$ cat src/rtl/maze_mem_arbiter_pkg.sv
// Shared types and defaults for the maze memory arbiter slice.
package maze_pkg;

  localparam int unsigned ADDR_W_DEFAULT  = 4;
  localparam int unsigned TIMEOUT_DEFAULT = 512;

  typedef enum logic {
    NORMAL = 1'b0,
    RELOAD = 1'b1
  } state_e;

  typedef enum logic {
    RAT  = 1'b0,
    HOST = 1'b1
  } owner_e;

  // Watchdog width; a degenerate TIMEOUT of 1 still needs one bit.
  function automatic int unsigned wd_width(input int unsigned t);
    return (t > 1) ? $clog2(t) : 1;
  endfunction

endpackage

$ cat src/rtl/maze_mem_arbiter_if.sv
// Rat, host and maze-RAM signal bundle for the arbiter.
interface maze_mem_arbiter_if
  import maze_pkg::*;
#(
  parameter int unsigned ADDR_W = ADDR_W_DEFAULT
);
  // rat side
  logic              rat_rd;
  logic              rat_wr;
  logic [ADDR_W-1:0] rat_x;
  logic [ADDR_W-1:0] rat_y;
  logic              rat_din;
  logic              rat_rst_map;
  logic              rat_gnt;
  logic              rat_dout;
  logic              rat_rvalid;
  logic              rat_busy;
  // host side
  logic              host_rd;
  logic              host_wr;
  logic [ADDR_W-1:0] host_x;
  logic [ADDR_W-1:0] host_y;
  logic              host_din;
  logic              host_reload_done;
  logic              host_gnt;
  logic              host_dout;
  logic              host_rvalid;
  logic              host_reload_req;
  logic              reload_err;
  // memory side
  logic [ADDR_W-1:0] mem_x;
  logic [ADDR_W-1:0] mem_y;
  logic              mem_rd;
  logic              mem_wr;
  logic              mem_din;
  logic              mem_dout;

  modport slave (
    input  rat_rd, rat_wr, rat_x, rat_y, rat_din, rat_rst_map,
    output rat_gnt, rat_dout, rat_rvalid, rat_busy,
    input  host_rd, host_wr, host_x, host_y, host_din, host_reload_done,
    output host_gnt, host_dout, host_rvalid, host_reload_req, reload_err,
    output mem_x, mem_y, mem_rd, mem_wr, mem_din,
    input  mem_dout
  );

  modport master (
    output rat_rd, rat_wr, rat_x, rat_y, rat_din, rat_rst_map,
    input  rat_gnt, rat_dout, rat_rvalid, rat_busy,
    output host_rd, host_wr, host_x, host_y, host_din, host_reload_done,
    input  host_gnt, host_dout, host_rvalid, host_reload_req, reload_err,
    input  mem_x, mem_y, mem_rd, mem_wr, mem_din,
    output mem_dout
  );

endinterface

$ cat src/rtl/maze_mem_arbiter_rr_arb2.sv
// Two-requester round-robin arbiter; on a conflict the side not granted last wins.
module rr_arb2
  import maze_pkg::*;
(
  input  logic clk,
  input  logic rst,
  input  logic en_i,
  input  logic req_rat_i,
  input  logic req_host_i,
  output logic gnt_rat_o,
  output logic gnt_host_o
);

  owner_e last_gnt_q, last_gnt_d;
  logic   gnt_rat, gnt_host;

  // Grant selection and history update; history only moves on a grant.
  always_comb begin
    gnt_rat    = 1'b0;
    gnt_host   = 1'b0;
    last_gnt_d = last_gnt_q;
    if (en_i) begin
      if (req_rat_i && (!req_host_i || last_gnt_q == HOST)) begin
        gnt_rat = 1'b1;
      end else if (req_host_i) begin
        gnt_host = 1'b1;
      end
    end
    if (gnt_rat) begin
      last_gnt_d = RAT;
    end else if (gnt_host) begin
      last_gnt_d = HOST;
    end
  end

  // Reset to HOST so the rat wins the first conflict.
  always_ff @(posedge clk or posedge rst) begin
    if (rst) begin
      last_gnt_q <= HOST;
    end else begin
      last_gnt_q <= last_gnt_d;
    end
  end

  assign gnt_rat_o  = gnt_rat;
  assign gnt_host_o = gnt_host;

endmodule

$ cat src/rtl/maze_mem_arbiter.sv
// Maze RAM sharing between rat engine and host loader, with map-reload sequencing.
module maze_mem_arbiter
  import maze_pkg::*;
#(
  parameter int unsigned ADDR_W  = ADDR_W_DEFAULT,
  parameter int unsigned TIMEOUT = TIMEOUT_DEFAULT
) (
  input logic               clk,
  input logic               rst,
  maze_mem_arbiter_if.slave bus
);

  localparam int unsigned     WD_W    = wd_width(TIMEOUT);
  localparam logic [WD_W-1:0] WD_LAST = WD_W'(TIMEOUT - 1);

  state_e            state_q, state_d;
  logic [WD_W-1:0]   wd_q, wd_d;
  logic              err_q, err_d;
  logic              rv_q, rv_d;
  owner_e            rv_owner_q, rv_owner_d;

  logic              rat_req, host_req, normal;
  logic              arb_rat, arb_host;
  logic              rat_gnt, host_gnt;
  logic              rat_rvalid, host_rvalid;
  logic [ADDR_W-1:0] mem_x, mem_y;
  logic              mem_rd, mem_wr, mem_din;

  assign rat_req  = bus.rat_rd | bus.rat_wr;
  assign host_req = bus.host_rd | bus.host_wr;
  assign normal   = (state_q == NORMAL);

  rr_arb2 u_arb (
    .clk        (clk),
    .rst        (rst),
    .en_i       (normal),
    .req_rat_i  (rat_req),
    .req_host_i (host_req),
    .gnt_rat_o  (arb_rat),
    .gnt_host_o (arb_host)
  );

  // During a reload the arbiter is bypassed: host always wins, rat is locked out.
  assign rat_gnt  = arb_rat;
  assign host_gnt = normal ? arb_host : host_req;

  // Route the granted side onto the memory port; strobes idle without a grant.
  always_comb begin
    mem_rd  = 1'b0;
    mem_wr  = 1'b0;
    mem_x   = bus.host_x;
    mem_y   = bus.host_y;
    mem_din = bus.host_din;
    if (rat_gnt) begin
      mem_rd  = bus.rat_rd;
      mem_wr  = bus.rat_wr;
      mem_x   = bus.rat_x;
      mem_y   = bus.rat_y;
      mem_din = bus.rat_din;
    end else if (host_gnt) begin
      mem_rd  = bus.host_rd;
      mem_wr  = bus.host_wr;
    end
  end

  // Remember who owns the read issued this cycle.
  always_comb begin
    rv_d       = (rat_gnt & bus.rat_rd) | (host_gnt & bus.host_rd);
    rv_owner_d = rat_gnt ? RAT : HOST;
  end

  // Reload sequencing and watchdog; a done pulse outranks a same-cycle timeout.
  always_comb begin
    state_d = state_q;
    wd_d    = wd_q;
    err_d   = err_q;
    unique case (state_q)
      NORMAL: begin
        if (bus.rat_rst_map) begin
          state_d = RELOAD;
          wd_d    = '0;
        end
      end
      RELOAD: begin
        if (bus.host_reload_done) begin
          state_d = NORMAL;
        end else if (wd_q == WD_LAST) begin
          state_d = NORMAL;
          err_d   = 1'b1;
        end else begin
          wd_d = wd_q + 1'b1;
        end
      end
      default: state_d = NORMAL;
    endcase
  end

  // State, watchdog, sticky error and read-return registers.
  always_ff @(posedge clk or posedge rst) begin
    if (rst) begin
      state_q    <= NORMAL;
      wd_q       <= '0;
      err_q      <= 1'b0;
      rv_q       <= 1'b0;
      rv_owner_q <= RAT;
    end else begin
      state_q    <= state_d;
      wd_q       <= wd_d;
      err_q      <= err_d;
      rv_q       <= rv_d;
      rv_owner_q <= rv_owner_d;
    end
  end

  assign rat_rvalid  = rv_q & (rv_owner_q == RAT);
  assign host_rvalid = rv_q & (rv_owner_q == HOST);

  assign bus.rat_gnt         = rat_gnt;
  assign bus.rat_rvalid      = rat_rvalid;
  assign bus.rat_dout        = rat_rvalid & bus.mem_dout;
  assign bus.rat_busy        = ~normal;
  assign bus.host_gnt        = host_gnt;
  assign bus.host_rvalid     = host_rvalid;
  assign bus.host_dout       = host_rvalid & bus.mem_dout;
  assign bus.host_reload_req = ~normal;
  assign bus.reload_err      = err_q;
  assign bus.mem_x           = mem_x;
  assign bus.mem_y           = mem_y;
  assign bus.mem_rd          = mem_rd;
  assign bus.mem_wr          = mem_wr;
  assign bus.mem_din         = mem_din;

endmodule

$ cat src/flat_wrapper.sv
// flat-port wrapper written by rule: the top's interface ports become plain ports
module maze_mem_arbiter_flat import maze_pkg::*;
#(
  parameter int unsigned ADDR_W  = ADDR_W_DEFAULT,
  parameter int unsigned TIMEOUT = TIMEOUT_DEFAULT
)
  (clk, rst, bus_rat_rd, bus_rat_wr, bus_rat_x, bus_rat_y, bus_rat_din, bus_rat_rst_map, bus_rat_gnt, bus_rat_dout, bus_rat_rvalid, bus_rat_busy, bus_host_rd, bus_host_wr, bus_host_x, bus_host_y, bus_host_din, bus_host_reload_done, bus_host_gnt, bus_host_dout, bus_host_rvalid, bus_host_reload_req, bus_reload_err, bus_mem_x, bus_mem_y, bus_mem_rd, bus_mem_wr, bus_mem_din, bus_mem_dout);
  maze_mem_arbiter_if #(.ADDR_W(ADDR_W)) bus_i ();
  input logic clk;
  input logic rst;
  input wire logic [$bits(bus_i.rat_rd)-1:0] bus_rat_rd;
  input wire logic [$bits(bus_i.rat_wr)-1:0] bus_rat_wr;
  input wire logic [$bits(bus_i.rat_x)-1:0] bus_rat_x;
  input wire logic [$bits(bus_i.rat_y)-1:0] bus_rat_y;
  input wire logic [$bits(bus_i.rat_din)-1:0] bus_rat_din;
  input wire logic [$bits(bus_i.rat_rst_map)-1:0] bus_rat_rst_map;
  output wire logic [$bits(bus_i.rat_gnt)-1:0] bus_rat_gnt;
  output wire logic [$bits(bus_i.rat_dout)-1:0] bus_rat_dout;
  output wire logic [$bits(bus_i.rat_rvalid)-1:0] bus_rat_rvalid;
  output wire logic [$bits(bus_i.rat_busy)-1:0] bus_rat_busy;
  input wire logic [$bits(bus_i.host_rd)-1:0] bus_host_rd;
  input wire logic [$bits(bus_i.host_wr)-1:0] bus_host_wr;
  input wire logic [$bits(bus_i.host_x)-1:0] bus_host_x;
  input wire logic [$bits(bus_i.host_y)-1:0] bus_host_y;
  input wire logic [$bits(bus_i.host_din)-1:0] bus_host_din;
  input wire logic [$bits(bus_i.host_reload_done)-1:0] bus_host_reload_done;
  output wire logic [$bits(bus_i.host_gnt)-1:0] bus_host_gnt;
  output wire logic [$bits(bus_i.host_dout)-1:0] bus_host_dout;
  output wire logic [$bits(bus_i.host_rvalid)-1:0] bus_host_rvalid;
  output wire logic [$bits(bus_i.host_reload_req)-1:0] bus_host_reload_req;
  output wire logic [$bits(bus_i.reload_err)-1:0] bus_reload_err;
  output wire logic [$bits(bus_i.mem_x)-1:0] bus_mem_x;
  output wire logic [$bits(bus_i.mem_y)-1:0] bus_mem_y;
  output wire logic [$bits(bus_i.mem_rd)-1:0] bus_mem_rd;
  output wire logic [$bits(bus_i.mem_wr)-1:0] bus_mem_wr;
  output wire logic [$bits(bus_i.mem_din)-1:0] bus_mem_din;
  input wire logic [$bits(bus_i.mem_dout)-1:0] bus_mem_dout;
  assign bus_i.rat_rd = bus_rat_rd;
  assign bus_i.rat_wr = bus_rat_wr;
  assign bus_i.rat_x = bus_rat_x;
  assign bus_i.rat_y = bus_rat_y;
  assign bus_i.rat_din = bus_rat_din;
  assign bus_i.rat_rst_map = bus_rat_rst_map;
  assign bus_rat_gnt = bus_i.rat_gnt;
  assign bus_rat_dout = bus_i.rat_dout;
  assign bus_rat_rvalid = bus_i.rat_rvalid;
  assign bus_rat_busy = bus_i.rat_busy;
  assign bus_i.host_rd = bus_host_rd;
  assign bus_i.host_wr = bus_host_wr;
  assign bus_i.host_x = bus_host_x;
  assign bus_i.host_y = bus_host_y;
  assign bus_i.host_din = bus_host_din;
  assign bus_i.host_reload_done = bus_host_reload_done;
  assign bus_host_gnt = bus_i.host_gnt;
  assign bus_host_dout = bus_i.host_dout;
  assign bus_host_rvalid = bus_i.host_rvalid;
  assign bus_host_reload_req = bus_i.host_reload_req;
  assign bus_reload_err = bus_i.reload_err;
  assign bus_mem_x = bus_i.mem_x;
  assign bus_mem_y = bus_i.mem_y;
  assign bus_mem_rd = bus_i.mem_rd;
  assign bus_mem_wr = bus_i.mem_wr;
  assign bus_mem_din = bus_i.mem_din;
  assign bus_i.mem_dout = bus_mem_dout;
  maze_mem_arbiter #(.ADDR_W(ADDR_W), .TIMEOUT(TIMEOUT)) u_core (.clk(clk), .rst(rst), .bus(bus_i));
endmodule
$ cat config.mk
export PLATFORM = sky130hd
export DESIGN_NAME = maze_mem_arbiter_flat
export DESIGN_NICKNAME = d
export VERILOG_FILES = /design/src/rtl/maze_mem_arbiter_pkg.sv /design/src/rtl/maze_mem_arbiter_if.sv /design/src/rtl/maze_mem_arbiter_rr_arb2.sv /design/src/rtl/maze_mem_arbiter.sv /design/src/flat_wrapper.sv
export SDC_FILE = /design/constraint.sdc
export NUM_CORES = 1
export LEC_CHECK = 0
export CAP_MARGIN = 0
export CORE_MARGIN = 2
export CORE_UTILIZATION = 35
export CTS_CLUSTER_SIZE = 24
export DETAILED_ROUTE_END_ITERATION = 10
export PLACE_DENSITY = 0.73
export SYNTH_ARGS = -nofsm -noshare
export SYNTH_HDL_FRONTEND = slang
export SYNTH_SLANG_ARGS = --single-unit
$ cat constraint.sdc
create_clock -name clk -period 3.53 [get_ports clk]
set_input_delay 0.353 -clock clk [delete_from_list [all_inputs] [get_ports clk]]
set_output_delay 0.353 -clock clk [all_outputs]
set_load 0.03 [all_outputs]
# After elaboration in Yosys (flattened, before gate mapping)
# Index checks and enable logic that the tools add are counted.
dict set report word_totals {
  register_bits 14
  inputBits 27
  out_inout_bits 20
  elab_cells 53
}
dict set report op_classes {
  addsub 1
  n_eq_ne 4
  mux 24
  bitwise_logic 12
  reduce_logical 6
}
# op n
set ops {}
lappend ops {{$mux 9} 3}
lappend ops {{$pmux 9 s2} 1}
lappend ops {{$mux 1} 17}
lappend ops {{$add 9x1->9 const B} 1}
lappend ops {{$eq 9x9->1 const B} 1}
lappend ops {{$mux 4} 2}
lappend ops {{$and 1x1->1} 6}
lappend ops {{$ne 2x2->1 const B} 3}
lappend ops {{$reduce_and 3->1} 2}
lappend ops {{$not 1->1} 3}
lappend ops {{$or 1x1->1} 3}
lappend ops {{$pmux 1 s2} 1}
lappend ops {{$reduce_bool 2->1} 1}
lappend ops {{$logic_and 1x1->1} 1}
lappend ops {{$logic_not 1->1} 1}
lappend ops {{$logic_or 1x1->1} 1}

# Depth between registers and ports, before layout
# Gate-level depths: netlist of the first run.
dict set report depth {
  ltp_word 9
  ltp_mapped 8
  ltp_nobuf 7
}

# Modules after synthesis
# From an unflattened synthesis of the first run, not the netlist that was laid out.
dict set report unflattened {
  cells_unflattened 97
  area_unflattened_um2 869.6
}
# module n_inst cells_per_inst area_each_um2 seq_area_each_um2
set modules_own_cells {}
lappend modules_own_cells {maze_mem_arbiter 1 88 803.3 325.3}
lappend modules_own_cells {rr_arb2 1 9 66.3 26.3}

# Worst setup path after synthesis of the first run
# Ideal clock, no wire load.
dict set report synth_path {
  kind {register -> register}
  startpoint {register u_core.wd_q[0]}
  endpoint {register u_core.wd_q[7]}
  setup_ns 0.079
  arrival_time_ns 1.987
  t_required_ns 3.451
  path_slack_ns 1.464
  stages_incl_launch_ff 9
  n_path_buf 1
  synth_period_minus_slack_ns 2.066
  path_cell_list {dfrtp_1 ha_1 nand3_1 nor3_1 ha_1 or3b_1 buf_6 nor4_4 mux2i_1}
}
dict set report synth_between {
  elab_chain_len 4
  word_cells_on_any_way 7
  cone_classes {add/sub: 1; eq/ne: 2; mux: 3; reduce/logical: 1}
}
# item line
set synth_lines {}
lappend synth_lines {{from (decl)} maze_mem_arbiter.sv:17} ;# logic [WD_W-1:0] wd_q, wd_d;
lappend synth_lines {{from (signal assigned)} maze_mem_arbiter.sv:108} ;# wd_q <= wd_d;
lappend synth_lines {{$add 9x1->9} maze_mem_arbiter.sv:91} ;# wd_d = wd_q + 1'b1;
lappend synth_lines {{$mux 9} maze_mem_arbiter.sv:87} ;# end else if (wd_q == WD_LAST) begin
lappend synth_lines {{$mux 9} maze_mem_arbiter.sv:85} ;# if (bus.host_reload_done) begin
lappend synth_lines {{$pmux 9 s2} maze_mem_arbiter.sv:77} ;# unique case (state_q)
# Parallel ways exist; a longest one is shown, timed or not. The select of a mux whose other input is x is not followed.
# A chain may end at the register's enable or synchronous reset.

# Worst setup path in the final report of the first run
dict set report layout_path {
  startpoint {input bus_host_rd}
  endpoint {output bus_mem_din}
}
dict set report layout_between {
  elab_chain_len 7
}
# item line
set layout_lines {}
lappend layout_lines {{from (decl)} flat_wrapper.sv:21} ;# input wire logic [$bits(bus_i.host_rd)-1:0] bus_host_rd;
lappend layout_lines {{$or 1x1->1} maze_mem_arbiter.sv:30} ;# assign host_req = bus.host_rd | bus.host_wr;
lappend layout_lines {{$logic_not 1->1} maze_mem_arbiter_rr_arb2.sv:23} ;# if (req_rat_i && (!req_host_i || last_gnt_q == HOST)) begin
lappend layout_lines {{$logic_or 1x1->1} maze_mem_arbiter_rr_arb2.sv:23}
lappend layout_lines {{$logic_and 1x1->1} maze_mem_arbiter_rr_arb2.sv:23}
lappend layout_lines {{$mux 1} maze_mem_arbiter_rr_arb2.sv:23}
lappend layout_lines {{$mux 1} maze_mem_arbiter_rr_arb2.sv:22} ;# if (en_i) begin
lappend layout_lines {{$mux 1} maze_mem_arbiter.sv:54} ;# if (rat_gnt) begin
lappend layout_lines {{to (decl)} flat_wrapper.sv:36} ;# output wire logic [$bits(bus_i.mem_din)-1:0] bus_mem_din;
# No other way between the ends.

==> results of run 1 <==
[cell families (layout without fill, tap and decap cells)]
| logic type | Yosys count | in the layout | share of synthesized area |
|---|---|---|---|
| and+or+nand+nor | 34 | 34 | 0.2062 |
| AOI/OAI and AO/OA | 20 | 20 | 0.1669 |
| DFF | 14 | 14 | 0.3941 |
| buffers and inverters | 12 | 58 | 0.06871 |
| muxes | 11 | 11 | 0.1360 |
| adders and majority gates | 2 | 2 | 0.02805 |
[power groups by stage]
stage	logic, uW	clock network (uW)	registers (uW)
floorplan	174	0	208
global placement	274	0	212
detailed placement	280	0	215
CTS	282	114	212
global route	301	126	216
finish	278	112	212
[stage by stage]
step                      instance area (um2)  cells  hold WS [ns]    util  power (uW)
after floorplan                         892.1     93        0.2415       -       381.5
after global placement                   1363    165        0.4530  0.5550       486.0
after detailed placement                 1363    165        0.4734  0.5550       495.6
after CTS                                1399    169        0.4315  0.5698       607.6
after global routing                     1399    169        0.4826  0.5698       643.7
final                                    1399    169        0.4079  0.5698       601.3
[sequential cells by signal, summed over array words and instances (netlist names)]
signal / count
u_core.rv_owner_q: 1
u_core.bus.host_reload_req: 1
u_core.rv_q: 1
u_core.u_arb.last_gnt_q: 1
u_core.wd_q: 9
u_core.bus.reload_err: 1
[per-layer routing]
| metal | routed length (um) | track usage |
|---|---|---|
| met1 | 839 | 0.1731 |
| met2 | 1154 | 0.3313 |
| met3 | 102 | 0.01639 |
| met4 | 14 | 0.03750 |
| met5 | 0 | 0 |
[worst min path at each step]
| stage | from | to | slack (ns) | depth (start not counted) |
|---|---|---|---|---|
| CTS | rst | u_core.wd_q[5] | 0.43 | 2 |
| global route | rst | u_core.wd_q[5] | 0.48 | 2 |
| floorplan | rst | u_core.bus.host_reload_req | 0.24 | 1 |
| global placement | u_core.bus.reload_err | u_core.bus.reload_err | 0.45 | 1 |
| finish | rst | u_core.bus.reload_err | 0.41 | 2 |
| detailed placement | u_core.bus.reload_err | u_core.bus.reload_err | 0.47 | 1 |
[cells in the final DEF (no fill, tap or decap)]
cell type,count
a21boi_0,3
a21oi_1,2
a31o_2,1
a31oi_1,2
a41oi_1,1
and2_1,1
and3_1,1
buf_4,1
clkbuf_4,3
clkbuf_8,1
clkdlybuf4s50_1,46
dfrtp_1,13
dfstp_2,1
ha_1,2
inv_1,7
mux2_2,9
mux2i_1,2
nand2_1,13
nand2b_1,1
nand3_1,6
nand4_1,1
nor2_1,3
nor2b_1,3
nor3_1,1
nor3b_1,2
nor4_4,1
o21a_1,2
o21ai_0,2
o221ai_1,1
o22a_1,3
o311ai_1,1
o31a_1,1
o41ai_1,1
or3b_1,1
[worst max-delay path, cell delays in order]
cell             delay [ns]
clkdlybuf4s50_1        0.55
nor2_1                 0.10
o221ai_1               0.21
buf_4                  0.24
mux2_2                 0.35
clkdlybuf4s50_1        0.60
[cell type report]
type                    instances  area [um2]
clock buffers                   4       36.28
well taps                      30       37.54
flip-flops and latches         14       351.6
multi-input cells              67       479.2
inverters                       7       26.28
fillers                       212        1056
repair buffers                 47       467.9
==> results.sh, run 1 <==
export IMPL_grt_use_total=0.1620
export IMPL_fp_dieW_um=54.49
export IMPL_clk_pin_slew_worst_paths_ns=0.08
export IMPL_synth_top_cell_area_share=0.3647
export IMPL_grt_overflow=0
export IMPL_dp_slack_ns=0.7643
export IMPL_cts_max_level=1
export IMPL_p_sw_frac=0.3628
export IMPL_intPower_uw=383.1
export IMPL_cts_setup_buffers=0
export IMPL_worst_setup_path_start_kind="input port"
export IMPL_die_y_um=54.49
export IMPL_ios=47
export IMPL_num_nets_final=169
export IMPL_drc=0
export IMPL_net_switching_power_uw=218.2
export IMPL_reg2reg_to="u_core.wd_q[2]"
export IMPL_synthFlopType="dfrtp_1"
export IMPL_drt_total_wl_um=2110
export IMPL_avgSynthCellArea_um2=9.593
export IMPL_drt_iter0_drc=9
export IMPL_synth_edff_count=0
export IMPL_r2r_cells=7
export IMPL_critical_path_class="input port to output port"
export IMPL_synth_seq_cells=14
export IMPL_maxCapViolCount=0
export IMPL_rsz0062_at_grt="false"
export IMPL_ys_seq_area_frac=0.3941
export IMPL_outcome="finished, final reports clean"
export IMPL_synth_common_cells="dfrtp_1 (13), nand2_1 (13), mux2_2 (9)"
export IMPL_cts_sinks=14
export IMPL_syn_cell_area_um2=892.1
export IMPL_start_util=0.3634
export IMPL_portBuffers=46
export IMPL_combPwrFrac=0.462
export IMPL_cts_tree="done"
export IMPL_setup_viol=0
export IMPL_synth_area_leaders="dfrtp_1 (36%), mux2_2 (11%), nand2_1 (5.5%)"
export IMPL_finClkSkew_ns=0.007067
export IMPL_p_leak_uw=0.0006020
export IMPL_crit_arrival_ns=2.40
export IMPL_dr_pass1_iters=4
export IMPL_fin_crit_ns=2.756
export IMPL_endpoint="bus_mem_din"
export IMPL_cts_repair_resized=0
export IMPL_cp_data_required_time_ns=3.18
export IMPL_cp_end_kind="output port"
export IMPL_vias=868
export IMPL_die_area_um2=2969
export IMPL_row_count=18
export IMPL_avgRoutedWirePerCell_um=12.49
export IMPL_hold_class="input port to asynchronous set/reset pin"
export IMPL_clock_latency_ns=0.28
export IMPL_area_growth_pct=56.80
export IMPL_powerDensity_nw_per_um2=429.9
export IMPL_tns_ns=0
export IMPL_critPathMaxFanout=12
export IMPL_hold_violations=0
export IMPL_finalWorstSetupSlack_ns=0.7736
export IMPL_grt_start_max_net_pins=15
export IMPL_max_freq_mhz=362.8
export IMPL_pwr_share_seq=0.352
export IMPL_tightestPinTransition_ns=0.7844
export IMPL_core_um2=2455
export IMPL_cts_buffers=3
export IMPL_yosys_warnings=0
export IMPL_maxSlewViolCount=0
export IMPL_dp_hpwl_um=1786
export IMPL_drive_gt1_frac=0.1223
export IMPL_timing_critical_path_from="bus_host_rd"
export IMPL_synthArstFlopShare=1.000
export IMPL_synthCells=93
export IMPL_grt_pass1_vias=891
export IMPL_fin_crit_sh=0.7809
export IMPL_yosysTopAreaCell="dfrtp_1"
export IMPL_grt_pass1_wl_um=3567
export IMPL_postRouteAntennaNets=0
export IMPL_cts_hold_buf=0
export IMPL_antenna_found_initial=0
export IMPL_reg2reg_slack_ns=1.17
export IMPL_yosysUniqueCellTypes=34
export IMPL_diodes=0
export IMPL_vdd_ir_drop_max_mv=0.2264
export IMPL_synth_fp_nets=122
export IMPL_clock_tree_root_cell="clkbuf_4"
export IMPL_gp_congestion=0.7528
export IMPL_clock_path_buffers=2
export IMPL_clkPwrFrac=0.185
export IMPL_via_per_inst=5.136
export IMPL_slew_headroom=0.4759
export IMPL_r2r_start="u_core.wd_q[0]"
No activity file was read; power rests on OpenSTA's default activity.
==> run 2: changes to the inputs <==
- clock period: 3.53 -> 2.7 ns (I/O delays scaled with it)
==> run 2 against run 1 <==
Against the previous run:
- count of clock-buffer cells in the layout unchanged
- sequential share of layout area decreased by 0.49 points
- final cell count increased by 0.59%
- utilization increased by 1.1 points
- combinational power increased by 28%
- sequential cell count unchanged
- sequential power increased by 29%
- global-route usage decreased by 0.17 points
- first-iteration DRC count decreased by 56%
- cell area increased by 2.0%
- clock skew about the same
- non-clock buffer count increased by 1
- largest power group unchanged
==> results.sh, run 2 (same netlist as run 1, synthesis figures left out) <==
export IMPL_outcome="finished, final reports clean"
export IMPL_maxCapViolCount=0
export IMPL_cp_data_required_time_ns=2.43
export IMPL_drive_gt1_frac=0.1357
export IMPL_critPathMaxFanout=12
export IMPL_tns_ns=0
export IMPL_clock_latency_ns=0.28
export IMPL_crit_arrival_ns=2.06
export IMPL_hold_violations=0
export IMPL_hold_class="input port to asynchronous set/reset pin"
export IMPL_cp_end_kind="output port"
export IMPL_area_growth_pct=59.89
export IMPL_final_cell_mix="clkdlybuf4s50_1 (36), nand2_1 (13), dfrtp_1 (13), mux2_2 (9), dlymetal6s2s_1 (9)"
export IMPL_power_uw=781.6
export IMPL_powerDensity_nw_per_um2=548.0
export IMPL_clk_pin_slew_worst_paths_ns=0.09
export IMPL_top_register="u_core.wd_q"
export IMPL_via_per_inst=5.135
export IMPL_core_um2=2455
export IMPL_finClkSkew_ns=0.006747
export IMPL_max_freq_mhz=429.8
export IMPL_row_count=18
export IMPL_gp_congestion=0.7537
export IMPL_fin_crit_sh=0.8617
export IMPL_largest_register_ff_count=9
export IMPL_clock_tree_root_cell="clkbuf_4"
export IMPL_fp_dieW_um=54.49
export IMPL_cts_sinks=14
export IMPL_die_area_um2=2969
export IMPL_fin_crit_ns=2.327
export IMPL_die_y_um=54.49
export IMPL_cts_hold_buf=0
export IMPL_setup_viol=0
export IMPL_cts_tree="done"
export IMPL_diodes=0
export IMPL_whs_ns=0.3208
export IMPL_p_leak_uw=0.0006902
export IMPL_grt_use_total=0.1603
export IMPL_grt_pass1_wl_um=3436
export IMPL_drt_iter0_drc=4
export IMPL_ios=47
export IMPL_fin_area_um2=1426
export IMPL_cts_buffers=3
export IMPL_antenna_found_initial=0
export IMPL_drt_total_wl_um=2117
export IMPL_place_area_um2=1368
export IMPL_drc=0
export IMPL_slew_headroom=0.6470
export IMPL_dp_hpwl_um=1736
export IMPL_portBuffers=46
export IMPL_vias=873
export IMPL_postRouteAntennaNets=0
export IMPL_dr_pass1_iters=2
export IMPL_cts_max_level=1
export IMPL_num_nets_final=170
export IMPL_grt_overflow=0
export IMPL_critical_path_class="input port to output port"
export IMPL_final_common_cell="clkdlybuf4s50_1"
export IMPL_vdd_ir_drop_max_mv=0.2843
export IMPL_maxSlewViolCount=0
export IMPL_tightestPinTransition_ns=0.5289
export IMPL_start_util=0.3634
export IMPL_rsz0062_at_grt="false"
export IMPL_grt_pass1_vias=823
export IMPL_worst_setup_path_start_kind="input port"
export IMPL_clock_path_buffers=2
export IMPL_avgRoutedWirePerCell_um=12.45
export IMPL_grt_start_max_net_pins=15
==> run 2: layout make-up <==
| class | count | area [um2] |
|---|---|---|
| well taps | 30 | 37.54 |
| clock buffers | 4 | 36.28 |
| flip-flops and latches | 14 | 351.6 |
| multi-input cells | 67 | 479.2 |
| fillers | 220 | 1028 |
| repair buffers | 48 | 495.5 |
| inverters | 7 | 26.28 |
==> run 2: timing repair <==
action / 4_1_cts / 5_1_grt
resized for setup: 0 / 9
setup buffers: 0 / 0
endpoints found under the setup margin: 0 / 9
==> run 2: where the power goes <==
part           leakage [uW]  switching [uW]  internal, uW
combinational      0.000488             184           173
sequential         0.000182            32.3           241
clock             0.0000210            68.9          82.1
==> run 2: stage by stage <==
step                worst slack [ns]  utilization  std cells
floorplan                     0.6339            -         93
global placement              0.1861       0.5571        166
detailed placement            0.1096       0.5571        166
CTS                           0.1072       0.5719        170
global route                  0.2357       0.5810        170
finish                        0.3734       0.5810        170
==> run 2: worst max-delay path, stage by stage <==
cell and delay [ns]:
clkdlybuf4s50_1 0.47, nor2_1 0.21, o221ai_1 0.17, buf_4 0.22, inv_1 0.06, clkdlybuf4s50_1 0.66
==> run 2: metal layers <==
metal  global-route usage  share of wire  vias to the layer above
li1                     -              -                      428
met1               0.1798           0.41                      409
met2               0.2972           0.53                       32
met3              0.02186          0.046                        4
met4              0.07083          0.011                        0
met5                    0              0                        -
==> run 2: final timing paths <==
kind,depth (start not counted),slack [ns],to,from
setup / recovery,6,0.37,bus_rat_gnt,bus_host_rd
hold / removal,2,0.32,u_core.wd_q[7],rst
setup reg to reg,7,0.40,u_core.wd_q[7],u_core.wd_q[0]
hold reg to reg,1,0.48,u_core.bus.reload_err,u_core.bus.reload_err
max in group asynchronous,2,2.01,u_core.u_arb.last_gnt_q,rst
min in group clk,1,0.48,u_core.bus.reload_err,u_core.bus.reload_err
==> run 3: changes to the inputs <==
- DONT_BUFFER_PORTS: unset -> 1
- PLACE_DENSITY: 0.73 -> unset
- SLEW_MARGIN: unset -> 25
==> run 3 against run 2 <==
Against the previous run:
- global-route usage is 2.3 points lower
- sequential cell count stayed put
- utilization is 19 points lower
- die area stayed put
- setup slack better by 0.025 ns
- routed wire length is 17% lower
- cell area is 32% lower
- critical path type is now flip-flop to flip-flop
- critical endpoint is now u_core.wd_q[7]
==> results.sh, run 3 (same netlist as run 1, synthesis figures left out) <==
export IMPL_outcome="finished, final reports clean"
export IMPL_crit_top_cell="ha_1"
export IMPL_critPathBufInv=0
export IMPL_cp_end_kind="flip-flop"
export IMPL_cts_setup_buffers=0
export IMPL_clock_latency_ns=0.28
export IMPL_finClkSkew_ns=0.004410
export IMPL_slowest_delay_ns=0.56
export IMPL_largest_register_ff_count=9
export IMPL_maxSlewViolCount=0
export IMPL_vias=687
export IMPL_tightestPinTransition_ns=0.5835
export IMPL_seqCellArea_um2=351.6
export IMPL_start_util=0.3634
export IMPL_intPower_uw=402.2
export IMPL_grt_pass1_wl_um=2863
export IMPL_cp_cell_sequence="ha_1 > nand3_1 > nor3_1 > ha_1 > or3b_1 > nor4_4 > mux2i_1"
export IMPL_tns_ns=0
export IMPL_p_sw_frac=0.4012
export IMPL_via_per_inst=5.452
export IMPL_fillers=246
export IMPL_rsz0062_at_grt="false"
export IMPL_cts_max_level=1
export IMPL_net_switching_power_uw=269.4
export IMPL_drc=0
export IMPL_drt_iter0_drc=20
export IMPL_clkPwrFrac=0.224
export IMPL_num_nets_final=126
export IMPL_antenna_found_initial=0
export IMPL_clk_pin_slew_worst_paths_ns=0.09
export IMPL_max_freq_mhz=434.4
export IMPL_final_cell_mix="nand2_1 (13), dfrtp_1 (13), mux2_2 (9), inv_1 (7), nand3_1 (6)"
export IMPL_gp_congestion=0.7999
export IMPL_fp_dieW_um=54.49
export IMPL_multi_input_area_um2=479.2
export IMPL_postRouteAntennaNets=0
export IMPL_grt_use_total=0.1372
export IMPL_cts_buffers=3
export IMPL_pwr_share_seq=0.406
export IMPL_core_um2=2455
export IMPL_portBuffers=0
export IMPL_cts_hold_buf=1
export IMPL_combPwrFrac=0.370
export IMPL_cp_data_required_time_ns=2.90
export IMPL_cts_sinks=14
export IMPL_worst_setup_path_start_kind="flip-flop"
export IMPL_fin_crit_ns=2.302
export IMPL_die_area_um2=2969
export IMPL_hold_class="input port to flip-flop"
export IMPL_ios=47
export IMPL_avgRoutedWirePerCell_um=13.95
export IMPL_worst_path_dominant_cell_family="simple AND/OR/NAND/NOR gates"
export IMPL_p_leak_uw=0.0004384
export IMPL_row_count=18
export IMPL_cts_repair_resized=0
export IMPL_drt_total_wl_um=1758
export IMPL_grt_pass1_vias=607
export IMPL_grt_overflow=0
export IMPL_crit_slowest_cell="or3b_1"
export IMPL_clock_path_buffers=2
export IMPL_critPathMaxFanout=10
export IMPL_power_uw=671.6
export IMPL_top_register="u_core.wd_q"
export IMPL_dp_hpwl_um=1387
export IMPL_fin_crit_sh=0.8526
export IMPL_powerDensity_nw_per_um2=697.1
export IMPL_hold_violations=0
export IMPL_vdd_ir_drop_max_mv=0.4036
export IMPL_area_growth_pct=7.994
export IMPL_dr_pass1_iters=4
export IMPL_drive_gt1_frac=0.1979
export IMPL_die_y_um=54.49
export IMPL_grt_start_max_net_pins=15
export IMPL_crit_arrival_ns=2.51
export IMPL_slew_headroom=0.6102
export IMPL_cts_tree="done"
export IMPL_maxCapViolCount=0
export IMPL_clock_tree_root_cell="clkbuf_4"
export IMPL_setup_viol=0
export IMPL_critical_path_class="flip-flop to flip-flop"
export IMPL_diodes=0
[run 3: cell types whose count changed in the layout (fill, tap and decap cells not counted)]
| cell | previous run | this run |
|---|---|---|
| clkdlybuf4s50_1 | 36 | 0 |
| dlymetal6s2s_1 | 9 | 0 |
| dlygate4sd3_1 | 0 | 1 |
[run 3: through the flow]
stage	instances	utilization	setup WS [ns]	instance area, um2	hold WS, ns
final	126	0.3925	0.3980	963.4	0.1429
after global routing	126	0.3925	0.2515	963.4	0.1249
after CTS	126	0.3925	0.4009	963.4	0.1370
after detailed placement	121	0.3736	0.4198	917.1	0.2215
after global placement	121	0.3736	0.5033	917.1	0.2304
after floorplan	93	-	0.6339	892.1	0.1585
[run 3: power by group through the flow]
stage | Clock [uW] | Combinational [uW] | Sequential, uW
floorplan | 0 | 227 | 272
global placement | 0 | 246 | 274
detailed placement | 0 | 249 | 276
CTS | 154 | 251 | 273
global route | 165 | 268 | 278
finish | 151 | 248 | 273
[run 3: final cells by class]
| cell class | count | area share |
|---|---|---|
| multi-input combinational | 67 | 0.4974 |
| timing repair buffer | 4 | 0.03377 |
| clock buffer | 4 | 0.03766 |
| sequential | 14 | 0.3649 |
| tap | 30 | 0.03896 |
| inverter | 7 | 0.02727 |
[run 3: worst paths after layout]
kind,slack (ns),from,cells past startpoint,to
min in group asynchronous,0.46,rst,2,u_core.bus.host_reload_req
setup / recovery,0.40,u_core.wd_q[0],7,u_core.wd_q[7]
max in group asynchronous,1.88,rst,2,u_core.u_arb.last_gnt_q
setup reg to reg,0.40,u_core.wd_q[0],7,u_core.wd_q[7]
hold / removal,0.14,bus_rat_rd,1,u_core.rv_q
hold reg to reg,0.51,u_core.wd_q[6],1,u_core.wd_q[6]
[run 3: worst register-to-register path, delay by kind of cell (launching register included)]
kind | cells | cell delay [ns]
AND/OR/NAND/NOR | 4 | 1.13
multiplexers | 1 | 0.23
adder cells (fa/ha/maj) | 2 | 0.46
flip-flops | 1 | 0.42
[run 3: routing by layer]
layer  track usage  part of all wire  up-vias
met3       0.06011             0.071        2
li1              -                 -      339
met2        0.1888              0.47       29
met5             0                 0        -
met4       0.02500             0.011        0
met1        0.1990              0.45      317
